$ cat config.mk
export PLATFORM = sky130hd
export DESIGN_NAME = onehot_scan_encoder
export DESIGN_NICKNAME = d
export VERILOG_FILES = /design/src/rtl/onehot_scan_encoder.sv
export SDC_FILE = /design/constraint.sdc
export NUM_CORES = 1
export LEC_CHECK = 0
export BUFFER_PORTS_ARGS = -buffer_cell sky130_fd_sc_hd__buf_4
export CAP_MARGIN = 30
export CORE_MARGIN = 2
export CORE_UTILIZATION = 35
export DETAILED_ROUTE_END_ITERATION = 12
export PLACE_DENSITY_LB_ADDON = 0.3
export SETUP_SLACK_MARGIN = 0.3
export SLEW_MARGIN = 20
export SYNTH_ARGS = -nofsm -noshare
export SYNTH_HDL_FRONTEND = slang
export SYNTH_SLANG_ARGS = --single-unit
$ cat constraint.sdc
create_clock -name clk -period 3.4 [get_ports clk]
set_clock_uncertainty 0.05 [all_clocks]
set_input_delay 0.51 -clock clk [delete_from_list [all_inputs] [get_ports clk]]
set_output_delay 0.51 -clock clk [all_outputs]
set_load 0.005 [all_outputs]
$ cat src/rtl/onehot_scan_encoder.sv
// onehot_scan_encoder
// Accepts a WIDTH-bit request vector over a valid/ready handshake, then emits
// the binary index of every set bit, one per beat, lowest-first or
// highest-first. A zero vector produces a single flagged beat.
//
// Ports:
//   clk, rst_n              clock and asynchronous active-low reset
//   in_valid/in_ready       input handshake
//   in_vec   [WIDTH-1:0]    request vector, sampled only on accept
//   out_valid/out_ready     output beat handshake
//   out_idx  [IW-1:0]       index of the current set bit (0 for a zero vector)
//   out_last                final beat of the captured vector
//   out_zero                captured vector was all-zero
//   out_onehot              captured vector had exactly one bit set
//   out_count [IW:0]        popcount of the captured vector
module onehot_scan_encoder #(
    parameter int WIDTH     = 16,
    parameter bit MSB_FIRST = 1'b0
) (
    input  logic                       clk,
    input  logic                       rst_n,
    input  logic                       in_valid,
    output logic                       in_ready,
    input  logic [WIDTH-1:0]           in_vec,
    output logic                       out_valid,
    input  logic                       out_ready,
    output logic [$clog2(WIDTH)-1:0]   out_idx,
    output logic                       out_last,
    output logic                       out_zero,
    output logic                       out_onehot,
    output logic [$clog2(WIDTH):0]     out_count
);

    localparam int IW = $clog2(WIDTH);

    typedef enum logic {
        IDLE,
        EMIT
    } state_t;

    state_t           state_q, state_d;
    logic [WIDTH-1:0] pending_q, pending_d;
    logic             zero_q, zero_d;
    logic             onehot_q, onehot_d;
    logic [IW:0]      count_q, count_d;

    logic [IW-1:0]    scan_idx;
    logic             single_bit;
    logic [IW:0]      in_pop;
    logic             beat;
    logic             accept;

    // Priority scan of the remaining bits. The loop direction is chosen so
    // that the final assignment wins: a descending loop leaves the lowest set
    // bit, an ascending loop leaves the highest.
    always_comb begin
        scan_idx = '0;
        if (MSB_FIRST) begin
            for (int i = 0; i < WIDTH; i++) begin
                if (pending_q[i]) begin
                    scan_idx = IW'(i);
                end
            end
        end else begin
            for (int i = WIDTH - 1; i >= 0; i--) begin
                if (pending_q[i]) begin
                    scan_idx = IW'(i);
                end
            end
        end
    end

    // Popcount of the incoming vector, captured alongside it on accept.
    always_comb begin
        in_pop = '0;
        for (int i = 0; i < WIDTH; i++) begin
            in_pop = in_pop + {{IW{1'b0}}, in_vec[i]};
        end
    end

    // Exactly one bit left means this beat drains the vector.
    assign single_bit = (pending_q != '0) &&
                        ((pending_q & (pending_q - WIDTH'(1))) == '0);

    // out_last is qualified by out_valid so a stale zero flag left over from
    // the previous vector cannot show up while idle.
    assign out_valid  = (state_q == EMIT);
    assign out_idx    = scan_idx;
    assign out_last   = out_valid & (zero_q | single_bit);
    assign out_zero   = zero_q;
    assign out_onehot = onehot_q;
    assign out_count  = count_q;

    assign beat     = out_valid & out_ready;
    // Accepting on the last beat lets a new vector follow with no bubble;
    // rst_n gates the whole term so nothing is accepted during reset.
    assign in_ready = rst_n & ((state_q == IDLE) | (beat & out_last));
    assign accept   = in_valid & in_ready;

    // Next-state: clear the emitted bit on each beat, leave EMIT after the
    // last beat, and let a simultaneous accept override both.
    always_comb begin
        state_d   = state_q;
        pending_d = pending_q;
        zero_d    = zero_q;
        onehot_d  = onehot_q;
        count_d   = count_q;

        if (beat) begin
            pending_d = pending_q & ~(WIDTH'(1) << scan_idx);
            if (out_last) begin
                state_d = IDLE;
            end
        end

        if (accept) begin
            state_d   = EMIT;
            pending_d = in_vec;
            count_d   = in_pop;
            onehot_d  = (in_pop == (IW + 1)'(1));
            zero_d    = (in_vec == '0);
        end
    end

    always_ff @(posedge clk or negedge rst_n) begin
        if (!rst_n) begin
            state_q   <= IDLE;
            pending_q <= '0;
            zero_q    <= 1'b0;
            onehot_q  <= 1'b0;
            count_q   <= '0;
        end else begin
            state_q   <= state_d;
            pending_q <= pending_d;
            zero_q    <= zero_d;
            onehot_q  <= onehot_d;
            count_q   <= count_d;
        end
    end

endmodule
==> flow_summary.ini, run 1 <==
[sta]
setup_viol = 4
tightest_slew_ns = 0.716
final.setup.worst_slack_ns = -0.221
finalCriticalPeriod_ns = 3.62
relSlewSlack_pct = 51.0
max_freq_ghz = 0.276
finalHoldViolCount = 0
fin_crit_sh_pct = 106
tns_ns = -0.583
slew_violations = 0
rsz0062_at_grt = yes

[setup_path]
arrival_ns = 3.73
endpoint_kind = flop
path_class = in -> reg
worst_ep_required_time_ns = 3.51
startpoint_type = input pin
worstPathMaxFanout = 3

[placement]
dp_slack_ns = -0.522
dp_hpwl_um = 3860
io_buffer_count = 33
placed_area_um2 = 2470
gp_congestion = 0.868

[floorplanning]
fp.dieW_um = 80.1
core_um2 = 5540
chipHeight_um = 80.1
io_pins = 34
start_util_pct = 36.6
dieArea_um2 = 6420
rows = 27

[global_route]
grt_pass1_vias = 1661
overflow = 0
grt_pass1_wl_um = 8000
grt_antenna_before_repair = 0
track_usage_pct = 16.0
grt_max_degree = 28

[routing]
route.detailed.drc = 0
routed_wl_um = 4780
ant_nets = 0
wl_per_cell_um = 14.3
drt-initial-drc-count = 128
first_pass_iters = 4
viasPerCell = 5.14
dr_total_vias = 1722

[clocking]
cts-htree-levels = 1
holdBufCountCts = 0
clk_latency_ns = 0.27
cts_root_buf = clkbuf_8
cts_inserted_buffers = 3
cts.sinks = 24
clock_path_buffers = 2
clk_pin_slew_ns = 0.09
cts_tree = built

[run_status]
status = complete, but fails checks
violations = setup timing

[cells_and_area]
layout-drive-gt1-share_pct = 41.4
fillers = 554
diodes = 0
fin_area_um2 = 2700
fin_nets = 300
fin_util_pct = 48.8
multi_input_area_um2 = 1360
syn2layout_area_growth_pct = 33.3
regArea_um2 = 606

[synthesis]
syn-mean-instance-area_um2 = 9.74
ys.flop_type = dfrtp_1
synth_nets = 244
synth-seq-cells = 24
yosysSeqAreaShare_pct = 29.6
yosys.area_share.simple_pct = 14.1
netlist_area_um2 = 2030
synth_compound_area_share_pct = 18.2
synth_xor_xnor_area_share_pct = 0.864
synth_mux_area_share_pct = 14.5
synth_edf_count = 0
synthDistinctLibCells = 47
synth_top_family_by_area = compound AO/OA/AOI/OAI gates
synth-adder-area-share_pct = 14.6
synth_cells = 208
async_reset_ff_share_pct = 100
yosys_warnings = 0

[power]
p_per_area_nw_per_um2 = 927
ir_drop_mv = 0.316
p_total_uw = 2500
leakagePower_uw = 0.00133

[run]
cap_viol_max_count = 0

[hold_path]
hold_class = in -> async
-- layer usage --
layer	track usage [%]	wire (um)
met5	0	0
met4	4.58	68
met3	2.02	219
met2	26.2	2280
met1	22.2	2210
-- worst paths after layout --
check | from | endpoint | slack (ns) | cells after the start
max reg2reg | pending_q[1] | pending_q[4] | 0.62 | 8
min reg2reg | out_count[2] | out_count[2] | 0.47 | 1
max in group asynchronous | rst_n | pending_q[3] | 2.96 | 1
min | rst_n | pending_q[4] | 0.08 | 1
min in group clk | in_valid | out_valid | 0.43 | 3
max | in_vec[0] | out_count[2] | -0.22 | 13
-- final cells by class --
class,count,area share (%)
tap,72,3.33
timing repair buffer,58,16.9
clock buffer,3,1.53
inverter,30,4.26
multi-input combinational,147,50.4
sequential,24,22.4
clock inverter,1,1.11
-- what timing repair did --
item	in CTS	in global routing
setup buffers	4	3
pin swaps	6	9
resized for setup	11	18
endpoints found under the setup margin	7	8
-- power by group --
group	internal [uW]	leakage (uW)	switching [uW]
combinational	901	0.000989	825
sequential	391	0.000301	136
clock	158	0.0000357	93.8
total	1450	0.00133	1050
-- synthesized netlist by cell type, types with 2 or more instances --
master	n	area share (%)
nand2_1	10	1.9
mux2_2	3	1.7
nor2_1	15	2.8
nand3_1	2	0.49
ha_1	6	3.7
or4_1	2	0.74
mux2i_1	8	4.0
dfrtp_1	24	30
a21boi_0	3	1.1
buf_6	3	1.7
clkbuf_1	2	0.37
inv_1	30	5.6
mux2_4	12	8.9
nor3_1	4	0.99
nand2b_1	4	1.2
fa_1	10	9.9
buf_2	2	0.49
o41ai_1	2	0.86
o31ai_1	5	1.9
a22oi_1	2	0.74
nor2b_1	3	0.93
or3_1	3	0.93
o31a_1	6	2.6
o21ai_0	5	1.2
nor4_1	7	2.2
a21oi_1	12	3.0
xnor2_1	2	0.86
a21o_1	2	0.74
-- cell families (layout without fill, tap and decap cells) --
kind of cell / Yosys count / count (layout)
AND/OR/NAND/NOR: 54 / 54
AO/OA/AOI/OAI: 50 / 50
buffers and inverters: 37 / 92
flip-flops: 24 / 24
multiplexers: 23 / 23
adder cells (fa/ha/maj): 18 / 18
XOR/XNOR: 2 / 2
-- sequential cells by signal (all words and copies together) (netlist names) --
register	flops
pending_q	16
out_count	5
out_onehot	1
out_valid	1
out_zero	1
-- metrics by stage --
step,cells,hold slack (ns)
global route,335,0.100
finish,335,0.0772
detailed placement,324,0.384
global placement,324,0.382
floorplan,208,0.164
CTS,332,0.0907
-- layout by cell type (no fill, tap or decap), types with 4 or more instances in the layout --
cell / n
a21oi_1: 10
buf_4: 53
buf_6: 4
dfrtp_1: 20
dfrtp_2: 4
fa_1: 8
ha_1: 5
inv_1: 24
inv_2: 5
mux2_4: 12
mux2i_1: 8
nand2_1: 10
nand2b_1: 4
nor2_1: 14
nor3_1: 4
nor4_1: 5
o21ai_0: 4
o31a_1: 6
o31ai_1: 5
-- critical path, stage by stage --
cell,delay (ns)
buf_6,0.10
fa_1,0.54
inv_1,0.06
fa_1,0.45
fa_2,0.54
fa_1,0.41
inv_2,0.08
ha_4,0.12
inv_2,0.03
fa_2,0.35
buf_4,0.16
xnor2_2,0.11
mux2_4,0.26
(Power assumes the default switching activity.)
==> inputs of run 2 (changes only) <==
--- a/config.mk
+++ b/config.mk
@@ -10,6 +10,7 @@
 export CORE_MARGIN = 2
 export CORE_UTILIZATION = 35
 export DETAILED_ROUTE_END_ITERATION = 12
+export HOLD_SLACK_MARGIN = 0.1
 export PLACE_DENSITY_LB_ADDON = 0.3
 export SETUP_SLACK_MARGIN = 0.3
 export SLEW_MARGIN = 20
==> flow_summary.ini, run 2 (synthesized netlist as in run 1, its figures left out) <==
[run_status]
status = complete, but fails checks
violations = setup timing

[floorplanning]
core_um2 = 5540
fp.dieW_um = 80.1
io_pins = 34
dieArea_um2 = 6420
chipHeight_um = 80.1
rows = 27
start_util_pct = 36.6

[setup_path]
cp_slowest_cell = fa_1
worstSetupEndpoint = out_count[2]
critical_path_depth = 13
r2r_start = pending_q[1]
endpoint_kind = flop
worstPathMaxFanout = 3
startpoint_type = input pin
arrival_ns = 3.73
cp-startpoint = in_vec[0]
crit_buf_inv = 5
r2r_end = pending_q[12]
reg2reg_slack_ns = 0.62
cpMostUsedCell = fa_1
cp_cell_sequence = buf_6, fa_1, inv_1, fa_1, fa_2, fa_1, inv_2, ha_4, inv_2, fa_2, buf_4, xnor2_2, mux2_4
worst_ep_required_time_ns = 3.51
r2r_cells = 8
max_stage_delay_ns = 0.54
path_class = in -> reg
cp_top_family = adder cells

[routing]
viasPerCell = 5.15
wl_per_cell_um = 14.2
route.detailed.drc = 0
dr_total_vias = 1730
first_pass_iters = 4
routed_wl_um = 4780
drt-initial-drc-count = 93
ant_nets = 0

[global_route]
track_usage_pct = 16.0
grt_pass1_wl_um = 8010
overflow = 0
grt_max_degree = 28
grt_pass1_vias = 1664
grt_antenna_before_repair = 0

[cells_and_area]
layoutNonFillerInstCount = 336
largest_reg_flops = 16
layout_commonest_cell = buf_4
fin_util_pct = 49.0
fin_nets = 301
diodes = 0
layout_common_cells = buf_4, inv_1, dfrtp_1
syn2layout_area_growth_pct = 33.8
top_register = pending_q
layout-drive-gt1-share_pct = 41.3

[power]
p_per_area_nw_per_um2 = 923
p_total_uw = 2510
ir_drop_mv = 0.316
leakagePower_uw = 0.00133

[clocking]
cts-htree-levels = 1
cts_tree = built
clk_latency_ns = 0.27
cts_root_buf = clkbuf_8
clk_pin_slew_ns = 0.09
cts_inserted_buffers = 3
clock_path_buffers = 2
cts.sinks = 24

[hold_path]
hold_class = in -> reg
min_from = in_valid

[sta]
fin_crit_sh_pct = 106
tns_ns = -0.564
slew_violations = 0
finalCriticalPeriod_ns = 3.62
setup_viol = 4
tightest_slew_ns = 0.717
finalHoldViolCount = 0
final.setup.worst_slack_ns = -0.216
max_freq_ghz = 0.277
rsz0062_at_grt = yes
relSlewSlack_pct = 50.9

[placement]
dp_hpwl_um = 3860
placed_cells = 324
gp_congestion = 0.868
io_buffer_count = 33

[run]
cap_viol_max_count = 0
-- run 2: stage by stage --
step / hold slack [ns] / instance area (um2) / worst slack, ns
floorplan: 0.164 / 2050 / -0.268
global placement: 0.382 / 2470 / -0.465
detailed placement: 0.384 / 2470 / -0.522
CTS: 0.429 / 2620 / -0.184
global route: 0.444 / 2710 / -0.357
finish: 0.428 / 2710 / -0.216
-- run 2: worst min path at each step --
stage | endpoint | slack (ns) | cells after the start
floorplan | out_count[0] | 0.16 | 0
global placement | pending_q[0] | 0.38 | 1
detailed placement | pending_q[4] | 0.38 | 1
CTS | out_valid | 0.43 | 3
global route | pending_q[8] | 0.44 | 2
finish | out_valid | 0.43 | 3
-- run 2: timing repair --
action / in CTS / in global routing
hold endpoints to repair: 24 / 0
hold buffers: 1 / 0
endpoints found under the setup margin: 7 / 8
pin swaps: 6 / 9
gates resized for setup: 11 / 18
setup buffers: 4 / 3
-- run 2: layer usage --
| metal | part of all wire [%] | track usage (%) | routed length (um) | vias up |
|---|---|---|---|---|
| li1 | - | - | - | 851 |
| met1 | 46 | 22.2 | 2200 | 833 |
| met2 | 48 | 26.2 | 2300 | 40 |
| met3 | 4.5 | 2.02 | 216 | 6 |
| met4 | 1.4 | 4.58 | 68 | 0 |
| met5 | 0 | 0 | 0 | - |
-- run 2: cell type report --
cell class	count	area, um2
Clock buffer	3	41.3
Clock inverter	1	30.0
Fill cell	554	2830
Inverter	30	115
Multi-Input combinational cell	147	1360
Sequential cell	24	606
Tap cell	72	90.1
Timing Repair Buffer	59	468
-- run 2: where the power goes --
group | internal [uW] | switching [uW]
Combinational | 902 | 824
Sequential | 391 | 136
Clock | 158 | 94.1
-- run 2: worst min-delay path: stages --
cell and delay [ns]:
buf_4 0.08, nand2_1 0.06, nand2b_1 0.07
==> inputs of run 3 (changes only) <==
==> constraint.sdc (replaced) <==
create_clock -name clk -period 4.5 [get_ports clk]
set_clock_uncertainty 0.05 [all_clocks]
set_input_delay 0.675 -clock clk [delete_from_list [all_inputs] [get_ports clk]]
set_output_delay 0.675 -clock clk [all_outputs]
set_load 0.005 [all_outputs]
==> flow_summary.ini, run 3 (synthesized netlist as in run 1, its figures left out) <==
[global_route]
grt_pass1_wl_um = 7860
overflow = 0
track_usage_pct = 15.7
grt_pass1_vias = 1605
grt_max_degree = 28
grt_antenna_before_repair = 0

[floorplanning]
start_util_pct = 36.6
io_pins = 34
core_um2 = 5540
fp.dieW_um = 80.1
chipHeight_um = 80.1
dieArea_um2 = 6420
rows = 27

[setup_path]
cp_top_family = adder cells
cpMostUsedCell = fa_1
reg2reg_slack_ns = 1.36
max_stage_delay_ns = 0.58
startpoint_type = input pin
crit_buf_inv = 3
arrival_ns = 4.06
cp-startpoint = in_vec[0]
r2r_cells = 7
worstPathMaxFanout = 2
r2r_end = pending_q[10]
cp_cell_sequence = buf_4, fa_1, inv_1, fa_1, fa_1, fa_1, inv_1, ha_1, a21o_1, a21oi_1, xnor2_1, nor3_1, mux2_2
worst_ep_required_time_ns = 4.61
cp_slowest_cell = fa_1
critical_path_depth = 13
worstSetupEndpoint = out_onehot
path_class = in -> reg
endpoint_kind = flop
r2r_start = pending_q[0]

[sta]
finalCriticalPeriod_ns = 3.95
tns_ns = 0
rsz0062_at_grt = no
fin_crit_sh_pct = 87.7
final.setup.worst_slack_ns = 0.553
worst_hold_slack_ns = 0.244
setup_viol = 0
finalHoldViolCount = 0
max_freq_ghz = 0.253
tightest_slew_ns = 0.815
relSlewSlack_pct = 45.1
slew_violations = 0

[placement]
gp_congestion = 0.885
io_buffer_count = 33
dp_hpwl_um = 3830
dp_slack_ns = 0.247
placed_area_um2 = 2340
placed_cells = 307

[cells_and_area]
fin_nets = 276
fillers = 557
layout_common_cells = buf_4, inv_1, dfrtp_1
layout_commonest_cell = buf_4
multi_input_area_um2 = 1260
syn2layout_area_growth_pct = 18.2
fin_area_um2 = 2400
regArea_um2 = 601
largest_reg_flops = 16
top_register = pending_q
diodes = 0
layout-drive-gt1-share_pct = 24.3
layoutNonFillerInstCount = 311

[clocking]
holdBufCountCts = 0
cts_root_buf = clkbuf_8
clock_path_buffers = 2
cts_setup_buffers = 0
cts_inserted_buffers = 3
clk_latency_ns = 0.27
cts.sinks = 24
cts_resized = 0
cts_tree = built
clk_pin_slew_ns = 0.09
cts-htree-levels = 1

[routing]
ant_nets = 0
drt-initial-drc-count = 88
highest_layer = met4
wl_met1_um = 2230
route.detailed.drc = 0
wl_per_cell_um = 15.0
wl_met2_um = 2190
dr_total_vias = 1627
viasPerCell = 5.23
routed_wl_um = 4670
met3_length_um = 171
first_pass_iters = 4

[run]
cap_viol_max_count = 0

[run_status]
status = complete, no violations

[power]
p_per_area_nw_per_um2 = 672
ir_drop_mv = 0.225
leakagePower_uw = 0.00120

[hold_path]
hold_class = in -> async
## run 3: per-layer routing
layer / GRT usage (%) / vias up
met1: 22.5 / 783
li1: - / 798
met3: 1.57 / 7
met5: 0 / -
met4: 5.59 / 0
met2: 24.6 / 39
## run 3: how the worst min path moves through the flow
stage,from,end,slack (ns),cells after the start
finish,rst_n,pending_q[0],0.24,1
detailed placement,out_count[2],out_count[2],0.45,1
CTS,rst_n,pending_q[2],0.26,1
global placement,out_count[2],out_count[2],0.45,1
global route,rst_n,pending_q[2],0.26,1
floorplan,rst_n,out_count[0],0.33,0
## run 3: report_power, final
| part | leakage (uW) | internal, uW | total (uW) | switching [uW] |
|---|---|---|---|---|
| combinational | 0.000860 | 513 | 1050 | 541 |
| clock | 0.0000288 | 78.2 | 149 | 71.2 |
| sequential | 0.000307 | 294 | 406 | 112 |
| total | 0.00120 | 885 | 1610 | 724 |
## run 3: worst reg2reg max path, stage by stage, from the launching register on
cell      delay (ns)
dfrtp_1         0.46
or4_1           0.72
a211oi_1        0.50
a21oi_1         0.13
nor4_4          0.35
a31oi_4         0.26
buf_16          0.24
mux2_4          0.30
## run 3: through the flow
stage                     total power (uW)  utilization, %
final                                 1610            43.2
after global routing                  1760            43.2
after CTS                             1620            43.2
after detailed placement              1460            42.3
after global placement                1440            41.8
after floorplan                       1150               -
## run 3: layout make-up
class | instances | share of cell area [%]
clock buffers | 4 | 2.30
inverters | 30 | 4.70
multi-input cells | 147 | 52.7
flip-flops and latches | 24 | 25.1
well taps | 72 | 3.76
repair buffers | 34 | 11.5
